**config.mk**
```make
export PLATFORM = sky130hd
export DESIGN_NAME = sw_alloc5
export DESIGN_NICKNAME = d
export VERILOG_FILES = /design/src/rtl/sw_alloc5.sv
export SDC_FILE = /design/constraint.sdc
export NUM_CORES = 1
export LEC_CHECK = 0
export ABC_CLOCK_PERIOD_IN_PS = 5500
export CORE_MARGIN = 2
export CORE_UTILIZATION = 60
export DETAILED_ROUTE_END_ITERATION = 6
export HOLD_SLACK_MARGIN = 0.15
export PLACE_DENSITY = 0.81
export SLEW_MARGIN = 15
export SYNTH_ARGS = -nofsm -noshare
export SYNTH_HDL_FRONTEND = slang
export SYNTH_SLANG_ARGS = --single-unit
export TNS_END_PERCENT = 1
```
**constraint.sdc**
```tcl
create_clock -name clk -period 5.5 [get_ports clk]
set_input_delay 0.825 -clock clk [delete_from_list [all_inputs] [get_ports clk]]
set_output_delay 0.825 -clock clk [all_outputs]
set_load 0.05 [all_outputs]
```
**src/rtl/sw_alloc5.sv**
```systemverilog
// rtl/sw_alloc5.sv - 5-port switch allocator: per-output round-robin with wormhole locking
// Grants are combinational; allocVector is the registered crossbar select one cycle later.
module sw_alloc5 #(
  parameter int         NUM_CHANNEL = 5,
  parameter logic [2:0] RR_RESET    = 3'd0
) (
  input  logic                               clk,
  input  logic                               reset_n,
  input  logic [NUM_CHANNEL-1:0]             reqValid,
  input  logic [NUM_CHANNEL*NUM_CHANNEL-1:0] reqDest,
  input  logic [NUM_CHANNEL-1:0]             reqTail,
  input  logic [NUM_CHANNEL-1:0]             outReady,
  output logic [NUM_CHANNEL-1:0]             grant,
  output logic [NUM_CHANNEL*NUM_CHANNEL-1:0] allocVector,
  output logic                               destErr
);

  localparam int N = NUM_CHANNEL;

  typedef enum logic {IDLE = 1'b0, LOCKED = 1'b1} state_t;

  state_t [N-1:0]        state_q, state_d;
  logic   [N-1:0][2:0]   rr_ptr_q, rr_ptr_d;
  logic   [N-1:0][2:0]   lock_owner_q, lock_owner_d;

  logic   [N-1:0]        dest_ok;
  logic   [N-1:0][N-1:0] req_col;   // req_col[j][i]: input i eligible for output j
  logic   [N-1:0][3:0]   pick;      // {found, winner} of the round-robin search per output
  logic   [N-1:0][N-1:0] out_gnt;   // out_gnt[j][i]: output j grants input i
  logic   [N-1:0]        grant_any;
  logic   [N*N-1:0]      alloc_d;
  logic                  dest_bad;

  function automatic logic onehot5(input logic [N-1:0] d);
    return (d != '0) && ((d & (d - 1'b1)) == '0);
  endfunction

  function automatic logic [2:0] ptr_inc(input logic [2:0] p);
    return (p == 3'(N - 1)) ? 3'd0 : p + 3'd1;
  endfunction

  // Lowest-offset hit from ptr wins; scanning downward lets the first hit overwrite later ones.
  function automatic logic [3:0] rr_pick(input logic [N-1:0] req, input logic [2:0] ptr);
    logic [3:0] res;
    logic [3:0] sum;
    logic [2:0] idx;
    res = '0;
    for (int k = N - 1; k >= 0; k--) begin
      sum = {1'b0, ptr} + 4'(k);
      if (sum >= 4'(N)) sum = sum - 4'(N);
      idx = sum[2:0];
      if (req[idx]) res = {1'b1, idx};
    end
    return res;
  endfunction

  always_comb begin
    dest_ok = '0;
    req_col = '0;
    for (int i = 0; i < N; i++) begin
      dest_ok[i] = onehot5(reqDest[i*N +: N]);
    end
    for (int j = 0; j < N; j++) begin
      for (int i = 0; i < N; i++) begin
        req_col[j][i] = reqValid[i] & reqDest[i*N + j] & outReady[j] & dest_ok[i];
      end
    end
  end

  always_comb begin
    pick = '0;
    for (int j = 0; j < N; j++) begin
      pick[j] = rr_pick(req_col[j], rr_ptr_q[j]);
    end
  end

  always_comb begin
    state_d      = state_q;
    rr_ptr_d     = rr_ptr_q;
    lock_owner_d = lock_owner_q;
    out_gnt      = '0;
    for (int j = 0; j < N; j++) begin
      case (state_q[j])
        IDLE: begin
          if (pick[j][3]) begin
            out_gnt[j][pick[j][2:0]] = 1'b1;
            rr_ptr_d[j]              = ptr_inc(pick[j][2:0]);
            if (!reqTail[pick[j][2:0]]) begin
              state_d[j]      = LOCKED;
              lock_owner_d[j] = pick[j][2:0];
            end
          end
        end
        LOCKED: begin
          if (req_col[j][lock_owner_q[j]]) begin
            out_gnt[j][lock_owner_q[j]] = 1'b1;
            if (reqTail[lock_owner_q[j]]) state_d[j] = IDLE;
          end
        end
        default: state_d[j] = IDLE;
      endcase
    end
  end

  always_comb begin
    grant_any = '0;
    alloc_d   = '0;
    for (int j = 0; j < N; j++) begin
      for (int i = 0; i < N; i++) begin
        grant_any[i]     = grant_any[i] | out_gnt[j][i];
        alloc_d[i*N + j] = out_gnt[j][i];
      end
    end
  end

  assign dest_bad = |(reqValid & ~dest_ok);
  assign grant    = reset_n ? grant_any : '0;

  always_ff @(posedge clk or negedge reset_n) begin
    if (!reset_n) begin
      for (int j = 0; j < N; j++) begin
        state_q[j]      <= IDLE;
        rr_ptr_q[j]     <= RR_RESET;
        lock_owner_q[j] <= 3'd0;
      end
      allocVector <= '0;
      destErr     <= 1'b0;
    end else begin
      state_q      <= state_d;
      rr_ptr_q     <= rr_ptr_d;
      lock_owner_q <= lock_owner_d;
      allocVector  <= alloc_d;
      destErr      <= destErr | dest_bad;
    end
  end

endmodule
```
Word-level counts from Yosys, hierarchy flattened

Cells that the tools add are included.

Input bits: 42
Bits in registers: 61
Output and inout bits: 31
Word-level logic and storage cells: 492

Order comparisons: 70
Muxes and demuxes: 196
Bitwise logic cells: 113
$add $sub $neg: 55
Eq/ne operators: 5
Reductions and logical operators: 36

Operators with widths:

| kind                                                                                | number |
|---|---|
| 3-bit by 4-bit < comparator with 1-bit output, second input constant                | 35 |
| 1-bit binary-select mux with 3-bit select                                           | 40 |
| 4-bit 2-to-1 mux                                                                    | 25 |
| 3-bit 2-to-1 mux                                                                    | 30 |
| 4-bit by 3-bit greater-or-equal comparator with 1-bit output, second input constant | 20 |
| 1-bit AND                                                                           | 75 |
| 3-bit subtractor, second input constant                                             | 25 |
| 1-bit 2-to-1 mux                                                                    | 70 |
| 5-bit 2-to-1 mux                                                                    | 11 |
| 5-bit case mux with 2 select lines                                                  | 5 |
| 3-bit by 2-bit adder with 4-bit output, second input constant                       | 10 |
| 5-bit AND                                                                           | 6 |
| 1-bit demux with 3-bit select                                                       | 10 |
| 3-bit by 1-bit greater-or-equal comparator with 1-bit output, second input constant | 10 |
| 5-bit zero test                                                                     | 5 |
| 5-bit nonzero test                                                                  | 5 |
| 5-bit by 1-bit subtractor with 5-bit output, second input constant                  | 5 |
| 1-bit OR                                                                            | 21 |
| 3-bit by 1-bit adder with 4-bit output, second input constant                       | 5 |
| 3-bit by 3-bit adder with 4-bit output, second input constant                       | 5 |
| 3-bit by 1-bit adder with 3-bit output, second input constant                       | 5 |
| 3-bit == test, second input constant                                                | 5 |
| 3-bit greater-or-equal comparator, second input constant                            | 5 |
| 1-bit logical AND                                                                   | 15 |
| 6 further kinds                                                                     | 27 |

Logic depth before layout (Yosys ltp)

Word-level depth: 23
Mapped depth: 18
Mapped depth without buffers: 17

Least setup slack after synthesis

OpenSTA, ideal clock, no wires.

Path type: reg2out
From: register rr_ptr_q[12] (netlist bit)
To: output grant[0]
Arrival time: 4190 ps
Cell stages (with the launch flop): 15
Path slack: 485 ps
Required time: 4675 ps
Buffers on the path: 2
Cells stage by stage: dfrtp_1 > buf_2 > inv_1 > ha_1 > ha_1 > clkbuf_1 > a21oi_1 > mux2_2 > a221oi_1 > nor3_1 > o211a_1 > nor2_1 > inv_1 > o311ai_0 > o41a_1

RTL lines:

| item                     | line | source |
|---|---|---|
| start: declaration       | 23   | `logic [N-1:0][2:0] rr_ptr_q, rr_ptr_d;` |
| start signal: assignment | 130  | `rr_ptr_q <= rr_ptr_d;` |
| end: declaration         | 13   | `output logic [NUM_CHANNEL-1:0] grant,` |

==> flow_metrics.py <==
metrics = {
    "status": {
        "status": "complete, no violations",
    },
    "placement": {
        "place_area_um2": 11400,
        "place_hpwl_mm": 26.6,
        "port_buffers": 72,
        "place_inst": 1641,
        "gp_congestion": 1.04,
    },
    "yosys": {
        "syn_area_um2": 9740,
        "yosys_most_used_dff": "dfrtp_1",
        "yosys_warnings": 0,
        "syn_inst": 1293,
        "yosys-top-cells-area": "dfrtp_1 16%, ha_1 6.6%, nand2_1 5.0%",
        "seq_area_frac_synth": 0.157,
        "synth_cell_types": 110,
        "avgSynthCellArea_um2": 7.53,
        "synth_top_area_frac": 0.157,
        "synth_area_leader_cell": "dfrtp_1",
        "synth-async-reset-ratio": 1.00,
        "synth_edf_count": 0,
        "syn_nets": 1391,
        "yosys_register_bits": 61,
    },
    "worst_setup_path": {
        "crit_required_ns": 4.68,
        "critPathTopFamily": "compound AO/OA/AOI/OAI gates",
        "worst_path_most_repeated_cell": "a2111oi_4",
        "slowest_stage": "or4b_4",
        "arrival_ns": 4.63,
        "reg2reg_slack_ns": 1.14,
        "critPathLaunch": "reqDest[12]",
        "worst-path-buf-inv": 3,
        "rr_endpoint": "lock_owner_q[12]$_DFFE_PN0P_",
        "crit_path_end_kind": "output port",
        "slowest_delay_ns": 0.65,
        "reg2reg_depth": 14,
        "crit_fanout": 8,
        "cp_cell_sequence": "clkdlybuf4s50_1, or4b_4, a2111oi_4, nor4_1, a2111oi_4, o21a_1, a41oi_2, a22oi_4, inv_4, o32ai_1, or3_1, o31a_1, buf_4",
        "startpoint_type": "input port",
        "rr_startpoint": "rr_ptr_q[12]$_DFFE_PN0P_",
        "critical_path_class": "input port to output port",
    },
    "pwr": {
        "power.internal_uw": 3400,
        "p_clk_frac": 0.079,
        "p_leak_uw": 0.00512,
        "irDropWorstVdd_uv": 530,
        "p_sw_uw": 3950,
        "power_frac_seq": 0.102,
        "p_comb_frac": 0.819,
        "sw_frac_of_total": 0.537,
        "power_density_nw_per_um2": 618,
    },
    "sta": {
        "setup_viol": 0,
        "rsz0062_at_grt": "true",
        "skew_ns": 0.00638,
        "period_share": 0.992,
        "min_period_ns": 5.45,
        "maxSlewViolCount": 0,
        "relSlewSlack": 0.406,
        "fmax_mhz": 183,
        "tightestPinTransition_ns": 0.892,
        "finalHoldViolations": 0,
    },
    "finish": {
        "final_nets": 1537,
        "drive_gt1_frac": 0.159,
        "final_cell_area_um2": 11900,
        "layout_commonest_cell": "nand2_1",
        "fin_cells": 1661,
        "area_delta_synth_final_pct": 22.1,
        "final_cell_mix": "130 x nand2_1, 122 x buf_4, 89 x nor2_1, 78 x a21oi_1, 66 x o21ai_0",
    },
    "grt": {
        "grt_use_total": 0.381,
        "antenna_found_initial": 1,
        "grt_pass1_vias": 10500,
        "grt_pass1_wl_mm": 54.3,
        "grt_max_degree": 36,
        "grt-ovfl-total": 0,
    },
    "clocking": {
        "cts_tree": "yes",
        "cts.path.max_buffers": 2,
        "cts.clk_slew.worst_paths_ns": 0.05,
        "clkLatencyLatePin_ns": 0.34,
        "cts-root-buf": "clkbuf_16",
        "cts-buffers-inserted": 9,
        "h-tree-depth": 3,
        "cts.sinks": 61,
        "cts_hold_repair.buffers": 0,
    },
    "detailed_routing": {
        "wl_mm": 34.2,
        "drcViolationCount": 0,
        "ant_nets": 0,
        "vias": 11500,
        "wl_per_cell_um": 20.6,
        "avgViaCountPerCell": 6.94,
        "dr.first_iter.drc_count": 1092,
        "dr.pass1.iters": 6,
    },
    "run": {
        "cap_violations": 0,
    },
    "floorplanning": {
        "die_w_um": 131,
        "die_h_um": 131,
        "boundaryPins": 73,
        "rows": 46,
        "coreArea_um2": 15900,
        "dieArea_um2": 17300,
        "initial_core_util": 0.613,
    },
    "hold_path": {
        "min_path_type": "register to register",
        "hold_start": "destErr$_DFF_PN0_",
        "worstHoldEndpoint": "destErr$_DFF_PN0_",
        "hold_path_depth": 2,
    },
}
==> worst min-delay path, delay by kind of cell (launching register included) <==
kind               cells  cell delay, ns
AOI/OAI and AO/OA      1            0.05
DFF                    1            0.37
and+or+nand+nor        1            0.06
==> power groups by stage <==
stage	registers [uW]	clock network [uW]	logic, uW
6_report	749	582	6020
5_1_grt	768	601	6540
4_1_cts	741	580	5790
3_5_place_dp	746	0	5750
3_3_place_gp	742	0	5640
2_1_floorplan	770	0	4020
==> cell families (layout without fill, tap and decap cells) <==
| group | Yosys count | in the layout | share of synthesized area |
|---|---|---|---|
| fa+ha+maj | 56 | 56 | 0.0758 |
| simple gates | 497 | 497 | 0.270 |
| xor+xnor | 24 | 24 | 0.0216 |
| buf+inv | 123 | 274 | 0.0497 |
| other cells | 0 | 1 | 0 |
| mux | 56 | 56 | 0.0645 |
| flops | 61 | 61 | 0.157 |
| compound gates | 476 | 476 | 0.362 |
==> what timing repair did <==
action                                  CTS  global route
pin swaps                                 2             3
gates resized for setup                   2            35
endpoints found under the setup margin    2             5
setup buffers                             2             1
endpoints found under the hold margin     0             0
==> worst max path at each step <==
stage | end | slack, ns | depth (start not counted)
4_1_cts | grant[1] | 0.008 | 13
2_1_floorplan | grant[0] | 0.48 | 14
3_3_place_gp | grant[3] | -0.03 | 13
5_1_grt | grant[1] | -0.10 | 16
3_5_place_dp | grant[3] | -0.10 | 13
6_report | grant[3] | 0.05 | 13
==> layout make-up <==
class,count,area (um2)
multi-input combinational,1109,7880
clock inverter,6,62.6
sequential,61,1530
clock buffer,10,239
antenna,1,2.50
timing repair buffer,192,1660
tap,216,270
fill,1277,4000
inverter,66,250
==> through the flow <==
| stage | hold slack (ns) | setup WS, ns | utilization | total power, uW | TNS, ns |
|---|---|---|---|---|---|
| 2_1_floorplan | 0.489 | 0.485 | - | 4790 | 0 |
| 3_3_place_gp | 0.493 | -0.0288 | 0.717 | 6380 | -0.0343 |
| 3_5_place_dp | 0.487 | -0.104 | 0.717 | 6500 | -0.137 |
| 4_1_cts | 0.508 | 0.00802 | 0.738 | 7110 | 0 |
| 5_1_grt | 0.548 | -0.104 | 0.748 | 7910 | -0.155 |
| 6_report | 0.514 | 0.0465 | 0.749 | 7350 | 0 |
==> routing by layer <==
layer	global-route usage	up-vias	wire, um
li1	-	5279	-
met1	0.512	5428	14200
met2	0.617	707	15500
met3	0.0652	116	3280
met4	0.141	0	1200
met5	0	-	0
==> state kept, by name, indices dropped and copies added, names as in the netlist <==
name / count
allocVector: 25
lock_owner_q: 15
rr_ptr_q: 15
state_q: 5
destErr: 1
==> Yosys cell counts (8+ instances only) <==
library cell,instances
nor2_1,89
a21oi_1,81
o32ai_1,15
o211ai_1,18
dfrtp_1,61
nor4_1,9
or3_1,15
o31ai_1,13
clkbuf_1,43
o22ai_1,22
buf_2,10
or2_2,9
nand2_1,130
a21o_1,33
o21ai_0,66
o21a_1,14
o221ai_1,11
a221oi_1,16
nor2b_1,20
inv_1,60
nand3_1,44
and3_1,15
a211oi_1,32
and2_1,14
nand4_1,9
xor2_1,9
nor3_1,40
ha_1,51
a31oi_1,20
mux2i_1,41
nand2b_1,37
xnor2_1,15
o22a_1,8
(Power assumes the default switching activity.)
